[src/rtl/inst_fetch.sv]
// Instruction-fetch stage: holds the PC, reads instruction memory over req/ack and
// hands each fetched word, tagged with its PC, downstream over valid/ready.
module inst_fetch #(
    parameter logic [31:0] RESET_PC = 32'h0000_3000,
    parameter int          CNT_W    = 32
) (
    input  logic             clk,
    input  logic             rst,
    output logic             imem_req,
    output logic [31:0]      imem_addr,
    input  logic             imem_ack,
    input  logic [31:0]      imem_rdata,
    output logic [31:0]      inst,
    output logic [31:0]      inst_pc,
    output logic             inst_valid,
    input  logic             inst_ready,
    input  logic             jump,
    input  logic             branch_taken,
    output logic [CNT_W-1:0] retired_cnt
);

    // Handshakes: imem_req/imem_addr stay stable until the cycle imem_ack=1, which
    // completes the read. inst_valid with inst/inst_pc stays stable until the cycle
    // inst_ready=1, which retires the instruction; ready without valid does nothing.
    typedef enum logic [1:0] {
        S_IDLE = 2'd0,
        S_REQ  = 2'd1,
        S_HOLD = 2'd2
    } state_t;

    localparam logic [31:0] RESET_PC_ALIGNED = {RESET_PC[31:2], 2'b00};

    state_t            state_q, state_d;
    logic [31:0]       pc_q, pc_d;
    logic [31:0]       inst_q, inst_d;
    logic [31:0]       inst_pc_q, inst_pc_d;
    logic              inst_valid_q, inst_valid_d;
    logic [CNT_W-1:0]  retired_cnt_q, retired_cnt_d;

    logic [31:0]       pc4;
    logic [31:0]       branch_off;
    logic [31:0]       next_pc;

    always_ff @(posedge clk or posedge rst) begin
        if (rst) begin
            state_q       <= S_IDLE;
            pc_q          <= RESET_PC_ALIGNED;
            inst_q        <= '0;
            inst_pc_q     <= '0;
            inst_valid_q  <= 1'b0;
            retired_cnt_q <= '0;
        end else begin
            state_q       <= state_d;
            pc_q          <= pc_d;
            inst_q        <= inst_d;
            inst_pc_q     <= inst_pc_d;
            inst_valid_q  <= inst_valid_d;
            retired_cnt_q <= retired_cnt_d;
        end
    end

    // Control-flow target for the held instruction; jump outranks branch.
    always_comb begin
        pc4        = inst_pc_q + 32'd4;
        branch_off = {{14{inst_q[15]}}, inst_q[15:0], 2'b00};
        if (jump) begin
            next_pc = {pc4[31:28], inst_q[25:0], 2'b00};
        end else if (branch_taken) begin
            next_pc = pc4 + branch_off;
        end else begin
            next_pc = pc4;
        end
    end

    always_comb begin
        state_d       = state_q;
        pc_d          = pc_q;
        inst_d        = inst_q;
        inst_pc_d     = inst_pc_q;
        inst_valid_d  = inst_valid_q;
        retired_cnt_d = retired_cnt_q;
        case (state_q)
            S_IDLE: begin
                state_d = S_REQ;
            end
            S_REQ: begin
                if (imem_ack) begin
                    inst_d       = imem_rdata;
                    inst_pc_d    = pc_q;
                    inst_valid_d = 1'b1;
                    state_d      = S_HOLD;
                end
            end
            S_HOLD: begin
                if (inst_ready) begin
                    pc_d          = next_pc;
                    inst_valid_d  = 1'b0;
                    retired_cnt_d = retired_cnt_q + CNT_W'(1);
                    state_d       = S_REQ;
                end
            end
            default: begin
                state_d = S_IDLE;
            end
        endcase
    end

    assign imem_req    = (state_q == S_REQ);
    assign imem_addr   = pc_q;
    assign inst        = inst_q;
    assign inst_pc     = inst_pc_q;
    assign inst_valid  = inst_valid_q;
    assign retired_cnt = retired_cnt_q;

endmodule

[config.mk]
export PLATFORM = sky130hd
export DESIGN_NAME = inst_fetch
export DESIGN_NICKNAME = d
export VERILOG_FILES = /design/src/rtl/inst_fetch.sv
export SDC_FILE = /design/constraint.sdc
export NUM_CORES = 1
export LEC_CHECK = 0
export ABC_AREA = 0
export CORE_MARGIN = 5
export CORE_UTILIZATION = 40
export DETAILED_ROUTE_END_ITERATION = 10
export DONT_BUFFER_PORTS = 1
export GPL_ROUTABILITY_DRIVEN = 1
export GPL_TIMING_DRIVEN = 0
export SYNTH_ARGS = -nofsm -noshare
export SYNTH_HDL_FRONTEND = slang
export SYNTH_SLANG_ARGS = --single-unit
[constraint.sdc]
create_clock -name clk -period 3.71 [get_ports clk]
set_input_delay 0.1855 -clock clk [delete_from_list [all_inputs] [get_ports clk]]
set_output_delay 0.1855 -clock clk [all_outputs]
set_load 0.02 [all_outputs]
==> results of run 1 <==
[repair_timing]
action | CTS | global route
gates resized for setup | 29 | 45
endpoints found under the hold margin | 79 | 0
pin swaps | 8 | 32
buffers inserted | 22 | 14
endpoints found under the setup margin | 14 | 18
hold buffers | 35 | 0
cloned | 0 | 0
[metal layers]
layer,vias up,share of wire
li1,2981,-
met1,3187,0.43
met2,273,0.46
met3,49,0.082
met4,0,0.029
met5,-,0
[Yosys cell counts (5+ instances only)]
library cell,count
clkbuf_1,25
ha_1,38
and3_1,13
mux2_2,64
o21bai_1,6
a21o_1,13
nand2_1,98
and2_1,9
inv_1,11
xnor2_1,49
a211oi_1,8
nand3_1,25
dfrtp_1,129
o21ai_1,15
a21oi_1,37
nor2_1,49
nand4_1,21
or3_1,5
nor3_1,10
a31oi_1,6
o211ai_1,9
mux2i_1,6
o21ai_0,34
xor2_1,27
[flip-flops by register name, summed over array words and instances, names as in the netlist]
register	flops
imem_addr	32
inst	32
inst_pc	32
retired_cnt	32
state_q	2
inst_valid	1
[cell type report]
cell class	instances	area [um^2]	area share
clock inverter	14	190.2	0.01973
multi-input combinational	606	4571	0.4742
inverter	13	53.80	0.005582
tap	260	325.3	0.03375
buffer	25	101.3	0.01051
timing repair buffer	71	663.1	0.06880
clock buffer	18	439.2	0.04556
sequential	131	3296	0.3419
[metrics by stage]
stage          total power [uW]  setup TNS (ns)
6_report                   9660        -0.04902
3_5_place_dp               7095          -4.641
3_3_place_gp               7052         -212.87
4_1_cts                    9216        -0.02262
5_1_grt                   10270         -0.7945
2_1_floorplan              6066               0
[final timing paths]
check | start | to
worst max-delay path | inst_pc[5] | imem_addr[31]
worst min-delay path | inst_ready | imem_addr[31]
worst max register to register | inst_pc[5] | imem_addr[31]
worst min register to register | state_q[0] | state_q[1]
max in group asynchronous | rst | imem_addr[19]
min in group asynchronous | rst | imem_addr[4]
[power by group]
part / internal, uW / switching, uW
clock network: 1100 / 724
logic: 2130 / 2320
registers: 1940 / 1450
[placed cells by master, fill, tap and decap left out, types with 7 or more instances in the layout]
cell           instances
and3_1                13
buf_6                  7
a21o_1                13
nand3_1               25
dfrtp_2               12
buf_4                 29
o21ai_0               32
o21ai_1               16
nand4_1               21
ha_4                   7
a21oi_1               30
a211oi_1               7
inv_1                 10
dlygate4sd3_1         35
xnor2_1               43
nor2_1                45
clkbuf_1              22
nand2_1               98
dfrtp_1              117
mux2_2                64
o211ai_1               9
a21oi_2                7
xor2_1                24
ha_1                  31
and2_1                 9
clkbuf_16             17
[kinds of logic (layout without fill, tap and decap cells)]
kind of cell / Yosys count / count (layout) / synth area share
muxes: 70 / 70 / 0.1013
xor gates and xnor gates: 76 / 76 / 0.08635
AOI/OAI and AO/OA: 165 / 165 / 0.1399
adders and majority gates: 39 / 39 / 0.06428
DFF: 131 / 131 / 0.4256
and+or+nand+nor: 256 / 256 / 0.1617
buffers and inverters: 41 / 141 / 0.02094
[tightest hold or removal path, cell delays in order]
cell and delay (ns):
nand2_1 0.05, or2_2 0.15, or4_1 0.12, nand3_1 0.07
==> results.sh, run 1 <==
export IMPL_status="complete, but fails checks"
export IMPL_violations="negative setup slack"
export IMPL_wl_per_cell_um=21.39
export IMPL_synth_area_leader_cell="dfrtp_1"
export IMPL_grt_overflow_total=0
export IMPL_port_buffers=0
export IMPL_rows=50
export IMPL_die_y_um=148.8
export IMPL_ys_ff_latch=131
export IMPL_clock_skew_ns=0.008077
export IMPL_cp_required_ns=4.07
export IMPL_finalWirelength_mm=24.34
export IMPL_grt_use_met2=0.3314
export IMPL_critPathKind="reg2reg"
export IMPL_hold_depth=4
export IMPL_cap_violations=0
export IMPL_crit_cells=14
export IMPL_initial_core_util=0.4094
export IMPL_vdd_drop_max_v=0.0004482
export IMPL_hold_viol=0
export IMPL_ctsLongestPathBuffers=2
export IMPL_use_met3=0.05986
export IMPL_syn_avg_cell_area_um2=9.908
export IMPL_netlist_instances=778
export IMPL_placed_area_mm2=0.008066
export IMPL_routabilityCongestion=0.8905
export IMPL_synthesis_area_mm2=0.007709
export IMPL_crit_family="simple AND/OR/NAND/NOR gates"
export IMPL_setup_violations=1
export IMPL_fin_nets=942
export IMPL_worst_pin_slew_ns=1.401
export IMPL_cts_buffers=17
export IMPL_grt_pass1_vias=6337
export IMPL_slowest_delay_ns=0.54
export IMPL_vias=6490
export IMPL_top_usage_layer="met2"
export IMPL_hold_ws_ns=0.1975
export IMPL_rsz0062_at_grt="yes"
export IMPL_antenna_found_initial=0
export IMPL_route_antenna_remaining_nets=0
export IMPL_fin_ws_ns=-0.04902
export IMPL_cts_tree="done"
export IMPL_start_kind="flop"
export IMPL_synth_nets=855
export IMPL_first_pass_iters=5
export IMPL_clk_latency_ns=0.43
export IMPL_drc=0
export IMPL_vias_per_cell=5.703
export IMPL_maxSlewHeadroom=0.06572
export IMPL_hold_path_class="in2reg"
export IMPL_pin_count=168
export IMPL_fmax_mhz=266.0
export IMPL_arrival_ns=4.12
export IMPL_place_ws_ns=-0.8269
export IMPL_final_min_clock_period_ns=3.759
export IMPL_gr_usage_met1=0.2917
export IMPL_period_share=1.013
export IMPL_die_area_mm2=0.02215
export IMPL_cts_root_buf="clkbuf_16"
export IMPL_fp_coreArea_mm2=0.01883
export IMPL_path_max_fanout=7
export IMPL_place_inst=1039
export IMPL_final_util=0.5119
export IMPL_htree_num_levels=4
export IMPL_dp_hpwl_mm=17.20
export IMPL_ys_async_sr_fraction=1.000
export IMPL_crit_chain="nand4_4, buf_4, nor4_4, buf_6, nand2_1, xnor2_1, ha_1, nand4_1, o211ai_1, nand3b_1, o21ai_2, mux2i_2, or4_1, nand3_1"
export IMPL_cts_sinks=131
export IMPL_dieWidth_um=148.8
export IMPL_synthToLayoutAreaGrowth_pct=25.04
export IMPL_powerDensity_mw_per_mm2=1002
export IMPL_synth_main_ff_cell="dfrtp_1"
export IMPL_synth_edff_count=0
export IMPL_cp_slowest_cell="dfrtp_2"
export IMPL_drtIter0Drc=543
export IMPL_synth_top_cells_by_area="dfrtp_1, mux2_2, ha_1"
export IMPL_clk_pin_slew_worst_paths_ns=0.07
export IMPL_drv_slew=0
export IMPL_worst_r2r_path_depth=14
export IMPL_grt_use_total=0.2157
export IMPL_synth_top_area_share=0.4188
export IMPL_cp_buffers_inverters=2
export IMPL_grt_max_degree=87
export IMPL_rrSetupSlack_ns=-0.05
export IMPL_seq_area_frac_synth=0.4256
export IMPL_fin_cells=1138
export IMPL_p_leak_uw=0.004157
export IMPL_grt_pass1_wl_mm=37.18
export IMPL_final_cell_area_mm2=0.009639
export IMPL_fill_cells=1686
export IMPL_yosysWarnings=0
export IMPL_antennaDiodeCount=0
export IMPL_ys_types=67
export IMPL_cp_end_kind="flop"
export IMPL_drive_gt1_frac=0.2289
(Power assumes the default switching activity.)
==> run 2: changes to the inputs <==
--- a/config.mk
+++ b/config.mk
@@ -7,7 +7,7 @@
 export LEC_CHECK = 0
 export ABC_AREA = 0
 export CORE_MARGIN = 5
-export CORE_UTILIZATION = 40
+export CORE_UTILIZATION = 35
 export DETAILED_ROUTE_END_ITERATION = 10
 export DONT_BUFFER_PORTS = 1
 export GPL_ROUTABILITY_DRIVEN = 1
==> run 2 against run 1 <==
- clock skew increased by 0.0022 ns
- setup slack improved by 0.12 ns
- sequential power about the same
- critical path depth increased by 2
- clock power about the same
- clock-buffer cell count decreased by 1
- cell count increased by 0.62%
- non-clock buffer count decreased by 13
- fmax increased by 3.3%
- the run now ends clean
- critical path type unchanged
==> results.sh, run 2 (synthesized netlist as in run 1, its figures left out) <==
export IMPL_rsz0062_at_grt="yes"
export IMPL_cts_sinks=131
export IMPL_placed_area_mm2=0.008092
export IMPL_layout_common_cells="dfrtp_1, nand2_1, mux2_2"
export IMPL_vias_per_cell=5.513
export IMPL_htree_num_levels=4
export IMPL_finalWirelength_mm=24.11
export IMPL_maxSlewHeadroom=0.07481
export IMPL_switchingPower_uw=4398
export IMPL_hold_path_class="in2reg"
export IMPL_cts_buffers=17
export IMPL_setup_violations=0
export IMPL_powerDensity_mw_per_mm2=996.3
export IMPL_switching_share=0.4607
export IMPL_clk_latency_ns=0.43
export IMPL_clock_skew_ns=0.01026
export IMPL_seqPwrFrac=0.354
export IMPL_final_cell_area_mm2=0.009582
export IMPL_final_min_clock_period_ns=3.638
export IMPL_die_y_um=158.4
export IMPL_wl_per_cell_um=21.06
export IMPL_pwr_share_comb=0.454
export IMPL_grt_overflow_total=0
export IMPL_drv_slew=0
export IMPL_port_buffers=0
export IMPL_ctsLongestPathBuffers=2
export IMPL_rrSetupSlack_ns=0.07
export IMPL_cp_slowest_cell="or4_1"
export IMPL_tns_ns=0
export IMPL_worst_pin_slew_ns=1.388
export IMPL_r2r_start="inst_pc[8]"
export IMPL_grt_use_total=0.1899
export IMPL_vdd_drop_max_v=0.0004340
export IMPL_die_area_mm2=0.02509
export IMPL_worst_r2r_path_depth=16
export IMPL_final_common_cell="dfrtp_1"
export IMPL_path_max_fanout=6
export IMPL_slowest_delay_ns=0.53
export IMPL_vias=6312
export IMPL_grt_pass1_vias=6405
export IMPL_drtIter0Drc=482
export IMPL_cts_root_buf="clkbuf_16"
export IMPL_synthToLayoutAreaGrowth_pct=24.30
export IMPL_fin_nets=929
export IMPL_grt_max_degree=75
export IMPL_p_leak_uw=0.004132
export IMPL_r2r_end="imem_addr[31]"
export IMPL_dieWidth_um=158.4
export IMPL_route_antenna_remaining_nets=0
export IMPL_crit_cells=16
export IMPL_clk_pin_slew_worst_paths_ns=0.06
export IMPL_antenna_found_initial=0
export IMPL_drc=0
export IMPL_crit_family="simple AND/OR/NAND/NOR gates"
export IMPL_cp_end_kind="flop"
export IMPL_hp_start="inst_ready"
export IMPL_fp_coreArea_mm2=0.02176
export IMPL_crit_chain="nand4_1, buf_4, nor4_4, buf_6, buf_4, nand4_1, xnor2_2, ha_1, a21o_1, a21o_1, a21oi_2, o21ai_1, a211o_1, mux2i_1, or4_1, nand3_1"
export IMPL_hold_viol=0
export IMPL_critPathKind="reg2reg"
export IMPL_cap_violations=0
export IMPL_drive_gt1_frac=0.2231
export IMPL_antennaDiodeCount=0
export IMPL_power_frac_clock=0.191
export IMPL_hold_depth=4
export IMPL_period_share=0.9805
export IMPL_rows=54
export IMPL_start_kind="flop"
export IMPL_final_util=0.4404
export IMPL_pin_count=168
export IMPL_dp_hpwl_mm=17.37
export IMPL_min_to="imem_addr[31]"
export IMPL_status="finished clean"
export IMPL_initial_core_util=0.3543
export IMPL_cp_buffers_inverters=3
export IMPL_crit_start="inst_pc[8]"
export IMPL_fmax_mhz=274.9
export IMPL_cts_tree="done"
export IMPL_routabilityCongestion=0.8950
export IMPL_grt_pass1_wl_mm=36.47
export IMPL_hold_ws_ns=0.2013
export IMPL_intPower_uw=5149
export IMPL_first_pass_iters=7
export IMPL_cp_required_ns=4.07
export IMPL_arrival_ns=4.00
-- run 2: cell count changes in the layout (fill, tap and decap cells not counted), moves of 3 or more --
| cell | change |
|---|---|
| buf_4 | -13 |
| clkinv_2 | +3 |
| clkinv_4 | +3 |
| dfrtp_1 | -3 |
| dfrtp_2 | +3 |
| inv_6 | -3 |
-- run 2: worst min-delay path, delay by kind of cell --
kind	cells	cell delay [ns]
AND/OR/NAND/NOR	4	0.39
-- run 2: final cells by class --
cell class / count / area (um^2)
fill: 2068 / 12170
multi-input combinational: 606 / 4581
sequential: 131 / 3299
timing repair buffer: 58 / 565.5
clock buffer: 17 / 425.4
tap: 280 / 350.3
clock inverter: 15 / 205.2
buffer: 25 / 101.3
inverter: 13 / 53.80
-- run 2: layer usage --
layer | up-vias | track usage | wire length, um
li1 | 2950 | - | -
met1 | 3099 | 0.2456 | 10270
met2 | 209 | 0.2973 | 11140
met3 | 54 | 0.06007 | 1966
met4 | 0 | 0.07392 | 733
met5 | - | 0 | 0
-- run 2: power groups by stage --
stage	Clock, uW	Combinational, uW	Sequential, uW
after floorplan	0	3040	3030
after global placement	0	3680	3360
after detailed placement	0	3720	3380
after CTS	1870	3880	3380
after global routing	1930	4780	3500
final	1830	4340	3380
-- run 2: how the worst max path moves through the flow --
stage                    endpoint  slack (ns)
global route        imem_addr[31]       -0.12
CTS                 imem_addr[31]       0.007
global placement    imem_addr[22]       -1.54
detailed placement  imem_addr[31]       -0.79
floorplan            imem_addr[0]        0.03
finish              imem_addr[31]        0.07
-- run 2: what timing repair did --
item                                    CTS  global route
cloned                                    0             0
hold buffers                             35             0
endpoints found under the hold margin    89             0
buffers inserted                         12            10
resized for setup                        24            54
pin swaps                                 7            34
endpoints found under the setup margin   13            14
-- run 2: metrics by stage --
stage	power (uW)	setup slack (ns)	instances
floorplan	6066	0.03011	778
global placement	7040	-1.540	1058
detailed placement	7103	-0.7885	1059
CTS	9130	0.007321	1135
global route	10210	-0.1167	1145
finish	9546	0.07219	1145
==> run 3: changes to the inputs <==
--- a/config.mk
+++ b/config.mk
@@ -6,7 +6,7 @@
 export NUM_CORES = 1
 export LEC_CHECK = 0
 export ABC_AREA = 0
-export CORE_MARGIN = 5
+export CORE_MARGIN = 2
 export CORE_UTILIZATION = 35
 export DETAILED_ROUTE_END_ITERATION = 10
 export DONT_BUFFER_PORTS = 1
==> run 3 against run 2 <==
- critical path depth down 3
- via count up 0.82%
- fmax fell by 0.39%
- sequential cell count unchanged
- sequential power about the same
- wire length fell by 1.6%
- power shrank 1.1%
- die area shrank 7.4%
- clock-buffer cell count is 3 higher
- sequential share of layout area rose by 0.34 points
- critical path type unchanged
- critical endpoint is now imem_addr[28]
- largest cell class unchanged
- largest power group unchanged
==> results.sh, run 3 (synthesized netlist as in run 1, its figures left out) <==
export IMPL_maxSlewHeadroom=0.09025
export IMPL_vias=6364
export IMPL_worst_pin_slew_ns=1.365
export IMPL_drv_slew=0
export IMPL_pin_count=168
export IMPL_rsz0062_at_grt="yes"
export IMPL_fill_cells=2072
export IMPL_gr_usage_met1=0.2638
export IMPL_ctsLongestPathBuffers=2
export IMPL_cp_buffers_inverters=0
export IMPL_grt_overflow_total=0
export IMPL_slowest_delay_ns=0.53
export IMPL_place_inst=1059
export IMPL_cts_buffers=17
export IMPL_crit_chain="and4_4, and3_1, nand4_1, xnor2_2, ha_4, and2_1, a221o_1, a221o_2, a211oi_4, nor4_1, nor3_2, a21oi_1, a2bb2oi_2"
export IMPL_use_met3=0.05916
export IMPL_clk_latency_ns=0.43
export IMPL_path_max_fanout=8
export IMPL_die_y_um=152.4
export IMPL_grt_use_total=0.2034
export IMPL_drive_gt1_frac=0.2077
export IMPL_fp_coreArea_mm2=0.02169
export IMPL_initial_core_util=0.3554
export IMPL_layout_common_cells="dfrtp_1, nand2_1, mux2_2"
export IMPL_cp_required_ns=4.02
export IMPL_rows=54
export IMPL_cts_tree="done"
export IMPL_cp_slowest_cell="dfrtp_2"
export IMPL_period_share=0.9844
export IMPL_drtIter0Drc=385
export IMPL_fmax_mhz=273.8
export IMPL_vias_per_cell=5.573
export IMPL_hold_path_class="in2reg"
export IMPL_top_usage_layer="met2"
export IMPL_setup_violations=0
export IMPL_die_area_mm2=0.02323
export IMPL_finalWirelength_mm=23.72
export IMPL_dp_hpwl_mm=16.79
export IMPL_crit_family="compound AO/OA/AOI/OAI gates"
export IMPL_dieWidth_um=152.4
export IMPL_status="finished clean"
export IMPL_cts_root_buf="clkbuf_16"
export IMPL_synthToLayoutAreaGrowth_pct=23.08
export IMPL_cap_violations=0
export IMPL_tns_ns=0
export IMPL_grt_pass1_vias=6200
export IMPL_routabilityCongestion=0.9332
export IMPL_start_kind="flop"
export IMPL_route_antenna_remaining_nets=0
export IMPL_fin_cells=1142
export IMPL_powerDensity_mw_per_mm2=994.6
export IMPL_final_common_cell="dfrtp_1"
export IMPL_port_buffers=0
export IMPL_antenna_found_initial=0
export IMPL_first_pass_iters=5
export IMPL_drc=0
export IMPL_grt_max_degree=71
export IMPL_final_min_clock_period_ns=3.652
export IMPL_htree_num_levels=4
export IMPL_grt_pass1_wl_mm=36.56
export IMPL_cts_sinks=131
export IMPL_antennaDiodeCount=0
export IMPL_clock_skew_ns=0.01026
export IMPL_vdd_drop_max_v=0.0004579
export IMPL_arrival_ns=3.96
export IMPL_critPathKind="reg2reg"
export IMPL_cp_end_kind="flop"
export IMPL_p_leak_uw=0.004065
export IMPL_grt_use_met2=0.3269
export IMPL_clk_pin_slew_worst_paths_ns=0.06
export IMPL_wl_per_cell_um=20.77
export IMPL_hold_viol=0
export IMPL_fin_nets=926
[run 3: what timing repair did]
item	CTS	global route
setup endpoints to repair	14	15
gates resized for setup	19	44
hold endpoints to repair	95	0
pin swaps	7	19
setup buffers	10	9
hold buffers	35	0
[run 3: path summary, 6_finish.rpt]
check | to | slack [ns] | depth (start not counted) | start
setup / recovery | imem_addr[28] | 0.06 | 13 | inst_pc[4]
hold / removal | imem_addr[31] | 0.17 | 4 | inst_ready
setup reg to reg | imem_addr[28] | 0.06 | 13 | inst_pc[4]
hold reg to reg | imem_addr[12] | 0.54 | 2 | imem_addr[12]
max in group asynchronous | imem_addr[12] | 2.58 | 3 | rst
min in group asynchronous | retired_cnt[18] | 0.33 | 2 | rst
[run 3: metal layers]
| metal | up-vias | routed length (um) |
|---|---|---|
| met5 | - | 0 |
| met4 | 0 | 556 |
| met3 | 41 | 1565 |
| met2 | 196 | 11130 |
| met1 | 3172 | 10470 |
| li1 | 2955 | - |
[run 3: per-stage QoR]
stage / area, um^2 / setup slack (ns) / power (uW) / util / hold slack (ns)
2_1_floorplan: 7709 / 0.03011 / 6066 / - / 0.3361
3_3_place_gp: 8059 / -1.580 / 7030 / 0.3716 / 0.3362
3_5_place_dp: 8092 / -0.7567 / 7096 / 0.3731 / 0.1760
4_1_cts: 9209 / 0.01022 / 9073 / 0.4246 / 0.1575
5_1_grt: 9488 / -0.1179 / 10040 / 0.4375 / 0.2084
6_report: 9488 / 0.05802 / 9437 / 0.4375 / 0.1698
[run 3: power by group]
part	internal (uW)	leakage [uW]	switching, uW	total (uW)
logic	1990	0.00213	2250	4240
registers	1940	0.00163	1420	3360
clock network	1160	0.000303	677	1840
[run 3: final cells by class]
class | instances | area (um^2) | share of cell area
clock inverters | 12 | 178.9 | 0.01886
flip-flops and latches | 131 | 3299 | 0.3478
inverters | 13 | 53.80 | 0.005671
plain buffers | 25 | 101.3 | 0.01068
clock buffers | 20 | 456.7 | 0.04813
well taps | 280 | 350.3 | 0.03692
repair buffers | 55 | 540.5 | 0.05697
multi-input cells | 606 | 4507 | 0.4750
[run 3: worst min-delay path, cell delays in order]
cell,delay (ns)
nand2_1,0.06
or2_2,0.14
or4_1,0.12
nand3_2,0.05
